--- src/rtl/ir_cmd_scheduler_if.sv ---
// Bundle of IR input, manual request and command-output signals for ir_cmd_scheduler.
// The master side drives stimulus and consumes commands; the slave side is the scheduler.
interface ir_cmd_scheduler_if #(
    parameter int unsigned Depth = 4
);
    localparam int unsigned LvlW = $clog2(Depth) + 1;

    logic            ir_valid;
    logic [31:0]     ir_data;
    logic            man_req;
    logic [7:0]      man_key;
    logic            cmd_valid;
    logic            cmd_ready;
    logic [7:0]      cmd_key;
    logic            cmd_src;
    logic [3:0]      cmd_button;
    logic            mute;
    logic [LvlW-1:0] fifo_level;
    logic [7:0]      drop_count;

    modport master (
        output ir_valid, ir_data, man_req, man_key, cmd_ready,
        input  cmd_valid, cmd_key, cmd_src, cmd_button, mute, fifo_level, drop_count
    );

    modport slave (
        input  ir_valid, ir_data, man_req, man_key, cmd_ready,
        output cmd_valid, cmd_key, cmd_src, cmd_button, mute, fifo_level, drop_count
    );
endinterface

--- src/rtl/ir_cmd_scheduler.sv ---
// Validates IR frames, suppresses held-key auto-repeat, arbitrates against manual requests
// and queues accepted commands in a first-word-fall-through FIFO; also tracks mute and drops.
module ir_cmd_scheduler #(
    parameter int unsigned Depth         = 4,
    parameter int unsigned HoldoffCycles = 25000000,
    parameter logic [15:0] CustomCode    = 16'h0000,
    parameter bit          CheckCustom   = 1'b0,
    parameter logic [7:0]  MuteKey       = 8'h0C
) (
    input logic               clk_i,
    input logic               rst_ni,
    ir_cmd_scheduler_if.slave bus_io
);
    localparam int unsigned PtrW  = $clog2(Depth);
    localparam int unsigned LvlW  = PtrW + 1;
    localparam int unsigned HoldW = (HoldoffCycles > 0) ? $clog2(HoldoffCycles + 1) : 1;

    typedef enum logic [1:0] {StIdle, StCheck, StPend} ir_state_e;

    ir_state_e        state_q, state_d;
    logic             ir_prev_q;
    logic [31:0]      frame_q, frame_d;
    logic [7:0]       last_key_q, last_key_d;
    logic [HoldW-1:0] hold_q, hold_d;
    logic             mute_q, mute_d;
    logic [7:0]       drop_q, drop_d;
    logic [8:0]       mem_q [Depth];
    logic [PtrW-1:0]  wr_ptr_q, rd_ptr_q;
    logic [LvlW-1:0]  count_q;

    logic       new_frame, frame_ok, full, valid, pop, room;
    logic       man_push, ir_push, push, ir_drop, man_drop;
    logic [8:0] push_data, head, drop_sum;

    assign new_frame = bus_io.ir_valid & ~ir_prev_q;
    assign frame_ok  = (frame_q[31:24] == ~frame_q[23:16]) &&
                       (!CheckCustom || (frame_q[15:0] == CustomCode));
    assign valid     = (count_q != '0);
    assign full      = (count_q == LvlW'(Depth));
    assign pop       = valid & bus_io.cmd_ready;
    assign room      = ~full | pop;
    assign man_push  = bus_io.man_req & room;
    assign man_drop  = bus_io.man_req & ~room;
    assign ir_drop   = new_frame & (state_q != StIdle);

    always_comb begin
        state_d    = state_q;
        frame_d    = frame_q;
        last_key_d = last_key_q;
        hold_d     = (hold_q != '0) ? hold_q - HoldW'(1) : '0;
        ir_push    = 1'b0;
        unique case (state_q)
            StIdle: begin
                if (new_frame) begin
                    frame_d = bus_io.ir_data;
                    state_d = StCheck;
                end
            end
            StCheck: begin
                if (!frame_ok) begin
                    state_d = StIdle;
                end else if ((frame_q[23:16] == last_key_q) && (hold_q != '0)) begin
                    // Held key: restart the window so a continuous hold stays suppressed.
                    hold_d  = HoldW'(HoldoffCycles);
                    state_d = StIdle;
                end else begin
                    state_d = StPend;
                end
            end
            StPend: begin
                if (room && !man_push) begin
                    ir_push    = 1'b1;
                    last_key_d = frame_q[23:16];
                    hold_d     = HoldW'(HoldoffCycles);
                    state_d    = StIdle;
                end
            end
            default: state_d = StIdle;
        endcase
    end

    assign push      = man_push | ir_push;
    assign push_data = man_push ? {1'b1, bus_io.man_key} : {1'b0, frame_q[23:16]};
    assign mute_d    = mute_q ^ (push && (push_data[7:0] == MuteKey));
    assign drop_sum  = {1'b0, drop_q} + {8'd0, ir_drop} + {8'd0, man_drop};
    assign drop_d    = drop_sum[8] ? 8'hFF : drop_sum[7:0];

    always_ff @(posedge clk_i or negedge rst_ni) begin
        if (!rst_ni) begin
            state_q    <= StIdle;
            ir_prev_q  <= 1'b0;
            frame_q    <= '0;
            last_key_q <= '0;
            hold_q     <= '0;
            mute_q     <= 1'b0;
            drop_q     <= '0;
            wr_ptr_q   <= '0;
            rd_ptr_q   <= '0;
            count_q    <= '0;
        end else begin
            state_q    <= state_d;
            ir_prev_q  <= bus_io.ir_valid;
            frame_q    <= frame_d;
            last_key_q <= last_key_d;
            hold_q     <= hold_d;
            mute_q     <= mute_d;
            drop_q     <= drop_d;
            if (push) wr_ptr_q <= wr_ptr_q + PtrW'(1);
            if (pop)  rd_ptr_q <= rd_ptr_q + PtrW'(1);
            count_q    <= count_q + LvlW'(push) - LvlW'(pop);
        end
    end

    // Storage needs no reset: entries are only visible while count_q covers them.
    always_ff @(posedge clk_i) begin
        if (push) mem_q[wr_ptr_q] <= push_data;
    end

    assign head                = mem_q[rd_ptr_q];
    assign bus_io.cmd_valid    = valid;
    assign bus_io.cmd_key      = valid ? head[7:0] : 8'h00;
    assign bus_io.cmd_src      = valid & head[8];
    assign bus_io.mute         = mute_q;
    assign bus_io.fifo_level   = count_q;
    assign bus_io.drop_count   = drop_q;

    always_comb begin
        bus_io.cmd_button = 4'b0000;
        if (valid) begin
            case (head[7:0])
                8'h01:   bus_io.cmd_button = 4'b0001;
                8'h02:   bus_io.cmd_button = 4'b0010;
                8'h03:   bus_io.cmd_button = 4'b0100;
                8'h04:   bus_io.cmd_button = 4'b1000;
                default: bus_io.cmd_button = 4'b0000;
            endcase
        end
    end
endmodule

--- src/flat_wrapper.sv ---
// flat-port wrapper written by rule: the top's interface ports become plain ports
module ir_cmd_scheduler_flat 
#(
    parameter int unsigned Depth         = 4,
    parameter int unsigned HoldoffCycles = 25000000,
    parameter logic [15:0] CustomCode    = 16'h0000,
    parameter bit          CheckCustom   = 1'b0,
    parameter logic [7:0]  MuteKey       = 8'h0C
)
  (clk_i, rst_ni, bus_io_ir_valid, bus_io_ir_data, bus_io_man_req, bus_io_man_key, bus_io_cmd_ready, bus_io_cmd_valid, bus_io_cmd_key, bus_io_cmd_src, bus_io_cmd_button, bus_io_mute, bus_io_fifo_level, bus_io_drop_count);
  ir_cmd_scheduler_if #(.Depth(Depth)) bus_io_i ();
  input logic clk_i;
  input logic rst_ni;
  input wire logic [$bits(bus_io_i.ir_valid)-1:0] bus_io_ir_valid;
  input wire logic [$bits(bus_io_i.ir_data)-1:0] bus_io_ir_data;
  input wire logic [$bits(bus_io_i.man_req)-1:0] bus_io_man_req;
  input wire logic [$bits(bus_io_i.man_key)-1:0] bus_io_man_key;
  input wire logic [$bits(bus_io_i.cmd_ready)-1:0] bus_io_cmd_ready;
  output wire logic [$bits(bus_io_i.cmd_valid)-1:0] bus_io_cmd_valid;
  output wire logic [$bits(bus_io_i.cmd_key)-1:0] bus_io_cmd_key;
  output wire logic [$bits(bus_io_i.cmd_src)-1:0] bus_io_cmd_src;
  output wire logic [$bits(bus_io_i.cmd_button)-1:0] bus_io_cmd_button;
  output wire logic [$bits(bus_io_i.mute)-1:0] bus_io_mute;
  output wire logic [$bits(bus_io_i.fifo_level)-1:0] bus_io_fifo_level;
  output wire logic [$bits(bus_io_i.drop_count)-1:0] bus_io_drop_count;
  assign bus_io_i.ir_valid = bus_io_ir_valid;
  assign bus_io_i.ir_data = bus_io_ir_data;
  assign bus_io_i.man_req = bus_io_man_req;
  assign bus_io_i.man_key = bus_io_man_key;
  assign bus_io_i.cmd_ready = bus_io_cmd_ready;
  assign bus_io_cmd_valid = bus_io_i.cmd_valid;
  assign bus_io_cmd_key = bus_io_i.cmd_key;
  assign bus_io_cmd_src = bus_io_i.cmd_src;
  assign bus_io_cmd_button = bus_io_i.cmd_button;
  assign bus_io_mute = bus_io_i.mute;
  assign bus_io_fifo_level = bus_io_i.fifo_level;
  assign bus_io_drop_count = bus_io_i.drop_count;
  ir_cmd_scheduler #(.Depth(Depth), .HoldoffCycles(HoldoffCycles), .CustomCode(CustomCode), .CheckCustom(CheckCustom), .MuteKey(MuteKey)) u_core (.clk_i(clk_i), .rst_ni(rst_ni), .bus_io(bus_io_i));
endmodule
--- config.mk ---
export PLATFORM = sky130hd
export DESIGN_NAME = ir_cmd_scheduler_flat
export DESIGN_NICKNAME = d
export VERILOG_FILES = /design/src/rtl/ir_cmd_scheduler_if.sv /design/src/rtl/ir_cmd_scheduler.sv /design/src/flat_wrapper.sv
export SDC_FILE = /design/constraint.sdc
export NUM_CORES = 1
export LEC_CHECK = 0
export CORE_ASPECT_RATIO = 0.7
export CORE_MARGIN = 8
export CORE_UTILIZATION = 49
export CTS_CLUSTER_DIAMETER = 150
export DETAILED_ROUTE_END_ITERATION = 7
export PLACE_DENSITY = 0.84
export SETUP_SLACK_MARGIN = 0.15
export SYNTH_ARGS = -nofsm -noshare
export SYNTH_HDL_FRONTEND = slang
export SYNTH_SLANG_ARGS = --single-unit
--- constraint.sdc ---
create_clock -name clk_i -period 2.9 [get_ports clk_i]
set_clock_uncertainty 0.2 [all_clocks]
set_input_delay 0.29 -clock clk_i [delete_from_list [all_inputs] [get_ports clk_i]]
set_output_delay 0.29 -clock clk_i [all_outputs]
set_load 0.01 [all_outputs]
==> flow_summary.toml, run 1 <==
[sta]
tightest_slew_ns = 0.7832
relSlewSlack_pct = 47.79
layout_min_cycle_time_ns = 3.423
hold_viol = 0
tns_ns = -1.902
fin_ws_ns = -0.5232
fmaxAchievable_mhz = 292.1
setup_viol = 4
rsz0062_at_grt = "yes"
min_period_over_period_pct = 118.0
drv_slew = 0

[cells_and_area]
area_delta_synth_final_pct = 24.20
diodes = 0
final_common_cell = "nand2_1"
instances_no_fill = 632
final_cell_mix = "68 x nand2_1, 67 x dfrtp_1, 47 x clkdlybuf4s50_1"
fin_nets = 558
fin_area_um2 = 6106
drive_gt1_share_pct = 12.90

[route]
via_count = 3381
drc = 0
drt_iter0_markers = 240
first_pass_iters = 4
wirelength_um = 10480
antenna_left = 0
wire_per_inst_um = 16.58
viasPerCell = 5.350

[min_path]
holdPathEnd = "u_core.ir_prev_q"
whs_path_depth = 1
hold_class = "input port to register"
hold_start = "bus_io_ir_valid"

[place]
gp_congestion = 0.7955
dp.cells = 610
placed_cell_area_um2 = 5764
portBuffers = 54
dp_hpwl_um = 7538

[die]
die_area_um2 = 13540
design.core.area_um2 = 9722
die_w_um = 135.7
die_y_um = 99.80
initial_utilization_pct = 50.57
num_rows = 30
io_pins = 71

[clock_tree]
cts_buffer_depth = 2
cts_tree = "yes"
clock_sinks = 104
cts_max_level = 3
clk_pin_slew_ns = 0.06
cts.root.buffer_cell = "clkbuf_16"
cts_buffers = 9
worstSkewPairLatency_ns = 0.34

[power_and_ir_drop]
p_seq_share_pct = 40.6
switchingPower_w = 0.001904
p_leak_nw = 2.623
vdd_drop_max_mv = 0.4482
p_int_w = 0.003751
p_clk_share_pct = 19.4
comb_power_share_pct = 40.0
power.density_nw_per_um2 = 926.1
switching_share_pct = 33.67

[yosys]
ys_types = 42
muxShareOfSynthArea_pct = 8.552
yosysWarnings = 0
ys_seq_area_share_pct = 56.60
syn_inst = 413
syn_nets = 472
synth_adder_area_share_pct = 3.869
synth-seq-cells = 104
synth_xor_area_share_pct = 8.195
synth-simple-area-share_pct = 17.61
avgSynthCellArea_um2 = 11.90
syn_area_um2 = 4916
synth_compound_area_share_pct = 3.131
synth_top_family_by_area = "simple AND/OR/NAND/NOR gates"

[worst_setup_path]
critPathLaunchType = "register"
path_class = "register to output port"
critical_path_required_ns = 2.41
worstPathMaxFanout = 5
r2r_end = "u_core.hold_q[12]"
rrSetupSlack_ns = 0.29
rr_worst_depth = 6
crit_arrival_ns = 2.93
crit_path_end_kind = "output port"
r2r-start = "u_core.hold_q[17]"

[grt]
grt_pass1_vias = 3472
antenna_found_initial = 0
overflow = 0
grt_max_degree = 36
grt_use_total_pct = 16.32
grt_pass1_wl_um = 17480

[run]
drv_cap = 0

[outcome]
violations = "negative setup slack"
status = "finished with violations"
## area by class of cell
| class | instances | area (um2) |
|---|---|---|
| clock buffers | 15 | 257.7 |
| clock inverters | 1 | 5.005 |
| fillers | 741 | 3616 |
| inverters | 14 | 52.55 |
| multi-input cells | 285 | 2072 |
| flip-flops and latches | 104 | 2784 |
| well taps | 128 | 160.2 |
| repair buffers | 85 | 774.5 |
## Yosys cell counts
cell	instances	area, um2
nand2_1	68	255.2
o31ai_1	1	7.510
buf_6	1	11.26
or2_4	1	8.760
nand4_1	5	31.28
nand4b_1	3	26.28
clkbuf_1	5	18.77
nor4b_1	3	26.28
inv_2	1	3.750
edfxtp_1	36	1081
nor4_1	9	56.30
or3b_1	1	8.760
nor2b_1	5	31.28
buf_1	2	7.510
or4_1	4	30.03
a22o_1	2	17.52
dfrtp_1	68	1702
nor3b_1	1	7.510
fa_1	2	40.04
nand2b_1	7	43.79
nor4bb_1	1	10.01
xor2_1	16	140.1
a32oi_1	1	8.760
a21oi_1	4	20.02
inv_1	13	48.80
and2_1	12	75.07
nand3_1	5	25.02
o41a_1	1	11.26
o21ai_0	1	5.000
buf_2	2	10.01
nor3b_2	2	25.02
o21ai_1	15	75.07
ha_1	12	150.1
or3_1	4	25.02
a2111oi_0	1	8.760
xnor2_1	30	262.8
nand3b_1	3	22.52
mux4_1	4	105.1
nor3_1	12	60.06
nor2_1	26	97.59
mux2_1	18	202.7
mux4_2	5	112.6
## worst max-delay path by stage
| stage | start | end | depth (start not counted) |
|---|---|---|---|
| 3_3_place_gp | u_core.rd_ptr_q[0] | bus_io_cmd_button[1] | 7 |
| 4_1_cts | u_core.rd_ptr_q[0] | bus_io_cmd_button[1] | 7 |
| 3_5_place_dp | u_core.rd_ptr_q[0] | bus_io_cmd_button[1] | 7 |
| 5_1_grt | u_core.rd_ptr_q[0] | bus_io_cmd_button[1] | 7 |
| 2_1_floorplan | u_core.rd_ptr_q[0] | bus_io_cmd_button[0] | 6 |
| 6_report | u_core.rd_ptr_q[0] | bus_io_cmd_button[1] | 7 |
## metrics by stage
stage | power (W) | hold slack (ns) | util [%] | worst slack, ns
3_5_place_dp | 0.004462 | 0.2075 | 59.29 | -0.6813
4_1_cts | 0.005672 | 0.2411 | 62.47 | -0.5171
6_report | 0.005655 | 0.2513 | 62.81 | -0.5232
3_3_place_gp | 0.004358 | 0.2038 | 59.29 | -0.5970
5_1_grt | 0.006018 | 0.2548 | 62.81 | -0.5999
2_1_floorplan | 0.003577 | -0.2056 | - | 0.05807
## logic make-up after synthesis
logic type / Yosys count
and+or+nand+nor: 172
muxes: 27
adders and majority gates: 14
buffers and inverters: 24
AOI/OAI and AO/OA: 26
DFF: 104
xor gates and xnor gates: 46
## registers in the layout, indices dropped and copies added, names as in the netlist
name,flops
u_core.mem_q,36
u_core.hold_q,25
u_core.frame_q,16
u_core.bus_io.drop_count,8
u_core.last_key_q,8
u_core.bus_io.fifo_level,3
u_core.rd_ptr_q,2
u_core.state_q,2
u_core.wr_ptr_q,2
u_core.bus_io.mute,1
u_core.ir_prev_q,1
## routing by layer
metal	GRT usage [%]	share of wire (%)
met5	0	0
met4	5.697	1.6
met3	5.140	6.0
met2	26.32	49
met1	20.30	44
## critical path, cell delays in order, from the launching register on
cell and delay [ns]:
dfrtp_2 0.40, buf_12 0.12, mux4_2 0.50, or4_4 0.55, or3b_4 0.40, or2_4 0.27, nor3b_4 0.18, buf_2 0.17
## power by group through the flow
stage	registers [W]	clock network, W	logic (W)
3_5_place_dp	0.00232	0	0.00215
6_report	0.00230	0.00110	0.00226
2_1_floorplan	0.00223	0	0.00134
4_1_cts	0.00229	0.00112	0.00226
3_3_place_gp	0.00229	0	0.00207
5_1_grt	0.00235	0.00117	0.00250
## timing repair
action | 4_1_cts | 5_1_grt
resized for setup | 25 | 7
hold buffers | 1 | 0
endpoints found under the setup margin | 10 | 27
hold endpoints to repair | 32 | 0
buffers inserted | 5 | 0
pin swaps | 4 | 1
Power figures use the tool's default switching activity.
==> run 2: changes to the inputs <==
SKIP_LAST_GASP = 1   (was not set)
==> results of run 2 <==
Same layout as run 1: the final DEF is identical, and so are final timing and power.
==> run 3: changes to the inputs <==
PLACE_DENSITY = 0.76   (was 0.84)
SLEW_MARGIN = 20   (was not set)
==> run 3 against run 2 <==
  * Hold slack improved by 0.0023 ns
  * Highest routed layer unchanged
  * First-iteration DRC count fell by 18%
  * Final cell count fell by 0.32%
  * The run still ends with negative setup slack left
  * Critical path depth did not move
  * Largest power group unchanged
==> flow_summary.toml, run 3 (same netlist as run 1, synthesis figures left out) <==
[worst_setup_path]
rrSetupSlack_ns = 0.28
crit_path_end_kind = "output port"
crit_arrival_ns = 2.85
r2r_end = "u_core.state_q[1]"
rr_worst_depth = 5
critical_path_required_ns = 2.41
worstPathMaxFanout = 4
r2r-start = "u_core.hold_q[17]"
critPathLaunchType = "register"
endpoint = "bus_io_cmd_button[1]"
path_class = "register to output port"
critPathLaunch = "u_core.rd_ptr_q[0]"

[grt]
grt_max_degree = 69
grt_pass1_vias = 3508
overflow = 0
grt_pass1_wl_um = 17440
grt_use_total_pct = 16.31
antenna_found_initial = 0

[sta]
fin_ws_ns = -0.4437
fmaxAchievable_mhz = 299.1
hold_viol = 0
drv_slew = 0
min_period_over_period_pct = 115.3
rsz0062_at_grt = "yes"
tns_ns = -1.684
relSlewSlack_pct = 43.45
tightest_slew_ns = 0.8483
layout_min_cycle_time_ns = 3.344
setup_viol = 4

[clock_tree]
cts_buffers = 9
worstSkewPairLatency_ns = 0.34
cts.root.buffer_cell = "clkbuf_16"
clk_pin_slew_ns = 0.07
cts_buffer_depth = 2
cts_max_level = 3
cts_tree = "yes"
clock_sinks = 104

[route]
via_count = 3342
drc = 0
first_pass_iters = 5
wirelength_um = 10390
viasPerCell = 5.305
wire_per_inst_um = 16.49
drt_iter0_markers = 196
antenna_left = 0

[die]
io_pins = 71
design.core.area_um2 = 9722
die_y_um = 99.80
initial_utilization_pct = 50.57
die_w_um = 135.7
die_area_um2 = 13540
num_rows = 30

[cells_and_area]
largest_reg_flops = 36
largestRegisters = "u_core.mem_q x36, u_core.hold_q x25, u_core.frame_q x16"
final_cell_mix = "68 x nand2_1, 67 x dfrtp_1, 43 x clkdlybuf4s50_1"
drive_gt1_share_pct = 13.15
diodes = 0
instances_no_fill = 630
regMostFlops = "u_core.mem_q"
post-route-util_pct = 62.96
final_common_cell = "nand2_1"
fin_nets = 556
area_delta_synth_final_pct = 24.51

[place]
gp_congestion = 0.7677
dp.cells = 607
dp_hpwl_um = 7399
portBuffers = 54

[min_path]
hold_class = "input port to register"

[power_and_ir_drop]
power_w = 0.005821
vdd_drop_max_mv = 0.5179
power.density_nw_per_um2 = 951.0
p_leak_nw = 2.639

[outcome]
status = "finished with violations"
violations = "negative setup slack"

[run]
drv_cap = 0
-- run 3: metal layers --
metal	vias up	part of all wire [%]	global-route usage, %
met5	-	0	0
met4	0	0.96	3.571
li1	1597	-	-
met2	73	47	24.96
met1	1661	48	22.38
met3	11	4.4	4.890
-- run 3: report_power, final --
| group | switching (W) | leakage, nW | internal [W] |
|---|---|---|---|
| clock network | 0.000524 | 0.148 | 0.000756 |
| registers | 0.000346 | 1.21 | 0.00195 |
| logic | 0.00108 | 1.28 | 0.00117 |
-- run 3: metrics by stage --
step / setup WS, ns / hold WS (ns) / cell area (um2)
floorplan: 0.05807 / -0.2056 / 4928
global placement: -0.5813 / 0.2707 / 5754
detailed placement: -0.6361 / 0.2901 / 5754
CTS: -0.4906 / 0.2455 / 6107
global route: -0.5513 / 0.2665 / 6121
finish: -0.4437 / 0.2536 / 6121
-- run 3: worst min path at each step --
stage                             from                           to  slack (ns)  cells past startpoint
floorplan                       rst_ni  u_core.bus_io.drop_count[0]       -0.21                      0
global placement      u_core.hold_q[0]             u_core.hold_q[0]        0.27                      1
detailed placement  u_core.frame_q[28]           u_core.frame_q[28]        0.29                      2
CTS                    bus_io_ir_valid             u_core.ir_prev_q        0.25                      1
global route           bus_io_ir_valid             u_core.ir_prev_q        0.27                      1
finish                 bus_io_ir_valid             u_core.ir_prev_q        0.25                      1
-- run 3: layout make-up --
class                   instances  area (um2)
inverters                      14       52.55
fillers                       730        3601
repair buffers                 83       744.5
multi-input cells             285        2059
clock inverters                 7       95.09
flip-flops and latches        104        2784
well taps                     128       160.2
clock buffers                   9       225.2
-- run 3: worst max-delay path: stages, from the launching register on --
cell     delay (ns)
dfrtp_2        0.44
buf_12         0.13
mux4_2         0.50
or4_4          0.49
or3b_4         0.38
or2_4          0.27
nor3b_4        0.16
buf_2          0.15
-- run 3: repair_timing --
action                                  CTS  global route
buffers inserted                          5             1
pin swaps                                 3             2
endpoints found under the setup margin    9            18
endpoints found under the hold margin    68             0
gates resized for setup                  29             2
hold buffers                              1             0
